<file path="src/rtl/multicycle_control_pkg.sv">
// Shared constants and types for the multicycle MIPS-subset control unit:
// opcodes, ALU operation classes, mux select codes, state encoding and the
// flattened control word that passes from the decoder to the top level.
package multicycle_control_pkg;

  localparam int OPC_WIDTH = 6;
  localparam int ST_WIDTH  = 4;

  // Supported instruction opcodes (instr[31:26])
  localparam logic [5:0] OP_RTYPE = 6'b000000;
  localparam logic [5:0] OP_LW    = 6'b100011;
  localparam logic [5:0] OP_SW    = 6'b101011;
  localparam logic [5:0] OP_BEQ   = 6'b000100;
  localparam logic [5:0] OP_J     = 6'b000010;
  localparam logic [5:0] OP_ADDI  = 6'b001000;

  // OpALU classes consumed by the ALU control decoder
  localparam logic [1:0] ALUOP_ADD   = 2'b00;
  localparam logic [1:0] ALUOP_SUB   = 2'b01;
  localparam logic [1:0] ALUOP_FUNCT = 2'b10;

  // ALU B operand selects
  localparam logic [1:0] SRCB_RT      = 2'b00;
  localparam logic [1:0] SRCB_FOUR    = 2'b01;
  localparam logic [1:0] SRCB_IMM     = 2'b10;
  localparam logic [1:0] SRCB_IMM_SH2 = 2'b11;

  // PC source selects
  localparam logic [1:0] PCSRC_ALU    = 2'b00;
  localparam logic [1:0] PCSRC_ALUOUT = 2'b01;
  localparam logic [1:0] PCSRC_JUMP   = 2'b10;

  // State encoding; codes 13..15 are unused and recover to FETCH
  typedef enum logic [3:0] {
    S_IDLE      = 4'd0,
    S_FETCH     = 4'd1,
    S_DECODE    = 4'd2,
    S_MEM_ADDR  = 4'd3,
    S_MEM_RD    = 4'd4,
    S_MEM_WB    = 4'd5,
    S_MEM_WR    = 4'd6,
    S_R_EXEC    = 4'd7,
    S_R_WB      = 4'd8,
    S_BRANCH    = 4'd9,
    S_JUMP      = 4'd10,
    S_ADDI_EXEC = 4'd11,
    S_ADDI_WB   = 4'd12
  } state_t;

  // Control word produced by the decoder, one field per datapath control
  typedef struct packed {
    logic       pcWrite;
    logic       pcWriteCond;
    logic       iorD;
    logic       memRead;
    logic       memWrite;
    logic       memToReg;
    logic       irWrite;
    logic [1:0] pcSource;
    logic [1:0] opAlu;
    logic       aluSrcA;
    logic [1:0] aluSrcB;
    logic       regWrite;
    logic       regDst;
    logic       illegalOp;
    logic       instrDone;
  } ctrl_t;

  localparam int CTRL_W = $bits(ctrl_t);

  // True for the opcodes this control unit knows how to sequence
  function automatic logic is_supported_op(input logic [5:0] op);
    return (op == OP_RTYPE) || (op == OP_LW) || (op == OP_SW) ||
           (op == OP_BEQ)   || (op == OP_J)  || (op == OP_ADDI);
  endfunction

endpackage

</file>
<file path="src/rtl/multicycle_control_decode.sv">
// Pure state-to-control-word decoder. Everything is a function of the
// current state, except the FETCH strobes (qualified by mem_ready), the
// MEM_WR completion pulse, and the illegal-opcode pulse in DECODE.
module control_decode
  import multicycle_control_pkg::*;
(
  input  logic [3:0]        state_i,
  input  logic [5:0]        opcode_i,
  input  logic              mem_ready_i,
  output logic [CTRL_W-1:0] ctrl_o
);

  state_t st;
  ctrl_t  ctrl;

  assign st     = state_t'(state_i);
  assign ctrl_o = ctrl;

  // Decode the control word; anything not set for a state stays 0
  always_comb begin
    ctrl = '0;
    case (st)
      S_FETCH: begin
        ctrl.memRead  = 1'b1;
        ctrl.aluSrcB  = SRCB_FOUR;
        ctrl.opAlu    = ALUOP_ADD;
        ctrl.pcSource = PCSRC_ALU;
        ctrl.irWrite  = mem_ready_i;
        ctrl.pcWrite  = mem_ready_i;
      end
      S_DECODE: begin
        ctrl.aluSrcB   = SRCB_IMM_SH2;
        ctrl.opAlu     = ALUOP_ADD;
        ctrl.illegalOp = !is_supported_op(opcode_i);
        ctrl.instrDone = !is_supported_op(opcode_i);
      end
      S_MEM_ADDR: begin
        ctrl.aluSrcA = 1'b1;
        ctrl.aluSrcB = SRCB_IMM;
        ctrl.opAlu   = ALUOP_ADD;
      end
      S_MEM_RD: begin
        ctrl.memRead = 1'b1;
        ctrl.iorD    = 1'b1;
      end
      S_MEM_WB: begin
        ctrl.regWrite  = 1'b1;
        ctrl.memToReg  = 1'b1;
        ctrl.instrDone = 1'b1;
      end
      S_MEM_WR: begin
        ctrl.memWrite  = 1'b1;
        ctrl.iorD      = 1'b1;
        ctrl.instrDone = mem_ready_i;
      end
      S_R_EXEC: begin
        ctrl.aluSrcA = 1'b1;
        ctrl.aluSrcB = SRCB_RT;
        ctrl.opAlu   = ALUOP_FUNCT;
      end
      S_R_WB: begin
        ctrl.regWrite  = 1'b1;
        ctrl.regDst    = 1'b1;
        ctrl.instrDone = 1'b1;
      end
      S_BRANCH: begin
        ctrl.aluSrcA     = 1'b1;
        ctrl.aluSrcB     = SRCB_RT;
        ctrl.opAlu       = ALUOP_SUB;
        ctrl.pcWriteCond = 1'b1;
        ctrl.pcSource    = PCSRC_ALUOUT;
        ctrl.instrDone   = 1'b1;
      end
      S_JUMP: begin
        ctrl.pcWrite   = 1'b1;
        ctrl.pcSource  = PCSRC_JUMP;
        ctrl.instrDone = 1'b1;
      end
      S_ADDI_EXEC: begin
        ctrl.aluSrcA = 1'b1;
        ctrl.aluSrcB = SRCB_IMM;
        ctrl.opAlu   = ALUOP_ADD;
      end
      S_ADDI_WB: begin
        ctrl.regWrite  = 1'b1;
        ctrl.instrDone = 1'b1;
      end
      default: ctrl = '0;
    endcase
  end

endmodule

</file>
<file path="src/rtl/multicycle_control.sv">
// Main control FSM of the multicycle MIPS-subset datapath. Holds the state
// register and next-state logic; the control word comes from control_decode.
module multicycle_control
  import multicycle_control_pkg::*;
#(
  parameter int OPC_W = OPC_WIDTH,
  parameter int ST_W  = ST_WIDTH
) (
  input  logic             clk,
  input  logic             rst_n,
  input  logic [OPC_W-1:0] opcode,
  input  logic             mem_ready,
  output logic             PCWrite,
  output logic             PCWriteCond,
  output logic             IorD,
  output logic             MemRead,
  output logic             MemWrite,
  output logic             MemtoReg,
  output logic             IRWrite,
  output logic [1:0]       PCSource,
  output logic [1:0]       OpALU,
  output logic             ALUSrcA,
  output logic [1:0]       ALUSrcB,
  output logic             RegWrite,
  output logic             RegDst,
  output logic             illegal_op,
  output logic             instr_done,
  output logic [ST_W-1:0]  state
);

  state_t            state_q;
  state_t            state_d;
  logic [CTRL_W-1:0] ctrlBits;
  ctrl_t             ctrl;

  // Next-state selection; opcode only matters in DECODE and MEM_ADDR
  always_comb begin
    state_d = state_q;
    case (state_q)
      S_IDLE:   state_d = S_FETCH;
      S_FETCH:  if (mem_ready) state_d = S_DECODE;
      S_DECODE: begin
        case (opcode)
          OP_RTYPE:      state_d = S_R_EXEC;
          OP_LW, OP_SW:  state_d = S_MEM_ADDR;
          OP_BEQ:        state_d = S_BRANCH;
          OP_J:          state_d = S_JUMP;
          OP_ADDI:       state_d = S_ADDI_EXEC;
          default:       state_d = S_FETCH;
        endcase
      end
      S_MEM_ADDR:  state_d = (opcode == OP_SW) ? S_MEM_WR : S_MEM_RD;
      S_MEM_RD:    if (mem_ready) state_d = S_MEM_WB;
      S_MEM_WB:    state_d = S_FETCH;
      S_MEM_WR:    if (mem_ready) state_d = S_FETCH;
      S_R_EXEC:    state_d = S_R_WB;
      S_R_WB:      state_d = S_FETCH;
      S_BRANCH:    state_d = S_FETCH;
      S_JUMP:      state_d = S_FETCH;
      S_ADDI_EXEC: state_d = S_ADDI_WB;
      S_ADDI_WB:   state_d = S_FETCH;
      default:     state_d = S_FETCH;
    endcase
  end

  // State register; reset drops straight to IDLE, abandoning any instruction
  always_ff @(posedge clk or negedge rst_n) begin
    if (!rst_n) begin
      state_q <= S_IDLE;
    end else begin
      state_q <= state_d;
    end
  end

  control_decode uDecode (
    .state_i     (state_q),
    .opcode_i    (opcode),
    .mem_ready_i (mem_ready),
    .ctrl_o      (ctrlBits)
  );

  assign ctrl        = ctrlBits;
  assign PCWrite     = ctrl.pcWrite;
  assign PCWriteCond = ctrl.pcWriteCond;
  assign IorD        = ctrl.iorD;
  assign MemRead     = ctrl.memRead;
  assign MemWrite    = ctrl.memWrite;
  assign MemtoReg    = ctrl.memToReg;
  assign IRWrite     = ctrl.irWrite;
  assign PCSource    = ctrl.pcSource;
  assign OpALU       = ctrl.opAlu;
  assign ALUSrcA     = ctrl.aluSrcA;
  assign ALUSrcB     = ctrl.aluSrcB;
  assign RegWrite    = ctrl.regWrite;
  assign RegDst      = ctrl.regDst;
  assign illegal_op  = ctrl.illegalOp;
  assign instr_done  = ctrl.instrDone;
  assign state       = state_q;

endmodule

</file>
<file path="config.mk">
export PLATFORM = sky130hd
export DESIGN_NAME = multicycle_control
export DESIGN_NICKNAME = d
export VERILOG_FILES = /design/src/rtl/multicycle_control_pkg.sv /design/src/rtl/multicycle_control_decode.sv /design/src/rtl/multicycle_control.sv
export SDC_FILE = /design/constraint.sdc
export NUM_CORES = 1
export LEC_CHECK = 0
export CORE_ASPECT_RATIO = 1.1
export CORE_MARGIN = 4
export CORE_UTILIZATION = 36
export CTS_CLUSTER_DIAMETER = 150
export CTS_CLUSTER_SIZE = 24
export DETAILED_ROUTE_END_ITERATION = 16
export HOLD_SLACK_MARGIN = 0.03
export PLACE_DENSITY = 0.77
export SLEW_MARGIN = 20
export SYNTH_ARGS = -nofsm -noshare
export SYNTH_HDL_FRONTEND = slang
export SYNTH_SLANG_ARGS = --single-unit
</file>
<file path="constraint.sdc">
create_clock -name clk -period 1.7 [get_ports clk]
set_input_delay 0.17 -clock clk [delete_from_list [all_inputs] [get_ports clk]]
set_output_delay 0.17 -clock clk [all_outputs]
set_load 0.02 [all_outputs]
</file>
==> key figures <==
Logic synthesis
  • Synth unique cells: 33
  • Post-Synthesis Cells: 76
  • Yosys reg bits: 4
  • Primary FF master, synth: dfrtp_1
  • Count leader, synth: nor2_1
  • Area contributors post-synth: dfrtp_1 19%, nor2_1 8.5%, nand2b_1 5.9%
  • Post-synth top cells: 12 x nor2_1, 5 x nand2b_1
  • Cell taking the most area after synthesis: dfrtp_1
  • Number of enable flip-flop cells after synthesis: 0
  • Sequential area share after synthesis: 0.189
  • Yosys top cell area share: 0.189
  • Yosys warning count: 0
  • Async SR Flop Fraction: 1.00
  • Post-synth net total: 85
  • Post-Syn Area: 531 um^2
  • Syn avg cell area: 6.98 um^2

Worst setup path
  • Worst path required time: 1.53 ns
  • Worst Path Max Fanout: 2
  • Critical Path AT: 1.51 ns
  • Reg2reg start: state[2]
  • Setup crit start: opcode[2]
  • Worst setup path class: input pin to primary output
  • Worst reg2reg setup slack: between 0.15 and 0.2 ns
  • Crit end category: primary output
  • Reg2reg end: state[3]
  • Reg2Reg Depth: 5
  • Worst setup path end: instr_done
  • Worst setup SP type: input pin

STA
  • RSZ-0062 raised after global routing: true
  • Worst Tran Pin Value: 0.361 ns
  • Final worst slack: 0.0190 ns
  • Worst Clk Skew: 0.0106 ns
  • Setup TNS Final: 0 ns
  • Pins Over Slew Limit: 0
  • Final hold vios: 0
  • Post-layout min period: 1.68 ns
  • Hold_ws: 0.123 ns
  • # setup viols final: 0
  • Max transition margin: 0.757
  • Achievable Freq: a little under 600 MHz
  • Period utilization: 0.989

Power
  • Power per cell area: 1590 nW/um^2
  • Internal power: 0.845 mW
  • Seq pwr share: 0.104
  • Leak: 0.520 nW
  • Comb pwr share: 0.821
  • Peak VDD IR: approximately 940 uV
  • Clock power share: 0.075
  • Net Sw Power: 0.792 mW
  • Sw frac: 0.484

Clock network
  • Root Buffer: clkbuf_4
  • Clock Latency Late Sink: approximately 0.24 ns
  • CTS tree: built
  • Htree depth: 1
  • Reg clk slew, reported paths: 0.04 ns
  • CTS max path bufs: 2
  • Cts bufs inserted: 3
  • Clock Sink Count: 4

Global route
  • Vias in the first global route: 766
  • GRT Util Overall: 0.208
  • Remaining Overflow, GRT: 0
  • Antenna violations before repair: 0
  • Largest net degree at the start of global routing: 16
  • Wire length of the first global-routing pass: about 3.2 mm

Layout
  • Max FFs per register: 4
  • Layout area overhead: 93.9%
  • Final #Nets: approximately 140
  • Final Non-Filler Cells: 148
  • ANT cells: 0
  • Share of cells above drive strength 1: 0.432
  • FILL cells: between 100 and 150

Floorplan
  • Die ar.: roughly 2200 um^2
  • Core area: about 1400 um^2
  • Die H: 48.3 um
  • Starting Density: 0.383
  • Die Span X: roughly 45 um
  • Row count: 14
  • Boundary Pins: 31

Placed design
  • Placer Congestion: 0.850
  • Post-DP HPWL: ~1.6 mm
  • Placed cells: approximately 140
  • Worst slack at placement: -0.481 ns
  • Port-buffer cells: 30

Route
  • DR vias: 777
  • Post-DRT Antenna Nets: 0
  • Routed WL per cell: between 10 and 15 um
  • Pre-antenna DRT Iters: 4
  • Drt initial violations: 8
  • Wirelength, routed: 2.06 mm
  • Vias per cell: between 5 and 6
  • DRC viols: 0

Hold path
  • Hold Crit Class: input pin to async pin

Job
  • Max-Cap Viols: 0

Run status
  • Run status: completed
-- power by group through the flow --
| stage | sequential (mW) | combinational (mW) | clock, mW |
|---|---|---|---|
| final | 0.170 | 1.34 | 0.123 |
| after global routing | 0.176 | 1.45 | 0.139 |
| after CTS | 0.166 | 1.31 | 0.123 |
| after detailed placement | 0.167 | 1.40 | 0 |
| after global placement | 0.165 | 1.37 | 0 |
| after floorplan | 0.213 | 0.650 | 0 |
-- final cells by class --
type                    instances  area [um^2]  area share
clock buffers                   3         22.5      0.0219
inverters                       2         7.51     0.00730
multi-input cells              61          395       0.384
flip-flops and latches          4          100      0.0973
well taps                      16         20.0      0.0195
repair buffers                 62          483       0.470
-- cells by family (layout without fill, tap and decap cells) --
| family | after synthesis | in the layout | synth area share |
|---|---|---|---|
| AO/OA/AOI/OAI | 20 | 20 | 0.259 |
| buffers and inverters | 11 | 67 | 0.113 |
| adder cells (fa/ha/maj) | 1 | 1 | 0.0212 |
| AND/OR/NAND/NOR | 37 | 37 | 0.363 |
| multiplexers | 1 | 1 | 0.0212 |
| XOR/XNOR | 2 | 2 | 0.0330 |
| flip-flops | 4 | 4 | 0.189 |
-- through the flow --
step,cell area [um^2],total power [mW],utilization
after detailed placement,1020,1.57,0.739
after CTS,1030,1.59,0.742
after global routing,1030,1.76,0.743
after global placement,1020,1.53,0.739
after floorplan,537,0.863,-
final,1030,1.64,0.743
-- worst max-delay path, cell delays in order --
cell and delay [ns]:
clkdlybuf4s50_1 0.43, maj3_2 0.32, o22a_2 0.24, nor2_4 0.12
a21oi_1 0.08, buf_4 0.16
-- layer usage --
| layer | GRT usage | share of wire | wire [um] |
|---|---|---|---|
| met5 | 0 | 0 | 0 |
| met4 | 0.0964 | 0.018 | 38 |
| met3 | 0.0369 | 0.056 | 115 |
| met2 | 0.427 | 0.55 | 1130 |
| met1 | 0.202 | 0.38 | 780 |
-- layout by cell type (no fill, tap or decap), types with 2 or more instances in the layout --
cell type        instances
a21oi_1                  4
dfrtp_1                  4
o211a_1                  2
clkdlybuf4s15_1          3
o211ai_1                 2
o21ai_0                  3
nor4_1                   3
buf_4                   33
dlygate4sd2_1            3
nand2_1                  3
nor2_1                  11
clkbuf_4                 3
clkbuf_2                 5
clkdlybuf4s50_1         10
nand3_1                  2
buf_2                    6
nand2b_1                 4
nor3_1                   3
or3_1                    2
inv_1                    2
a31oi_1                  2
-- worst min-delay path by stage --
stage | end | slack (ns) | cells after the start
6_report | state[2] | 0.12 | 1
5_1_grt | state[2] | 0.13 | 1
4_1_cts | state[2] | 0.13 | 1
3_5_place_dp | state[2] | 0.38 | 1
3_3_place_gp | state[1] | 0.38 | 1
2_1_floorplan | state[0] | -0.13 | 0
-- timing repair --
item	in CTS	in global routing
resized for setup	41	27
endpoints found under the hold margin	0	0
setup endpoints to repair	18	17
buffers inserted	0	3
hold buffers	0	0
Power figures use the tool's default switching activity.
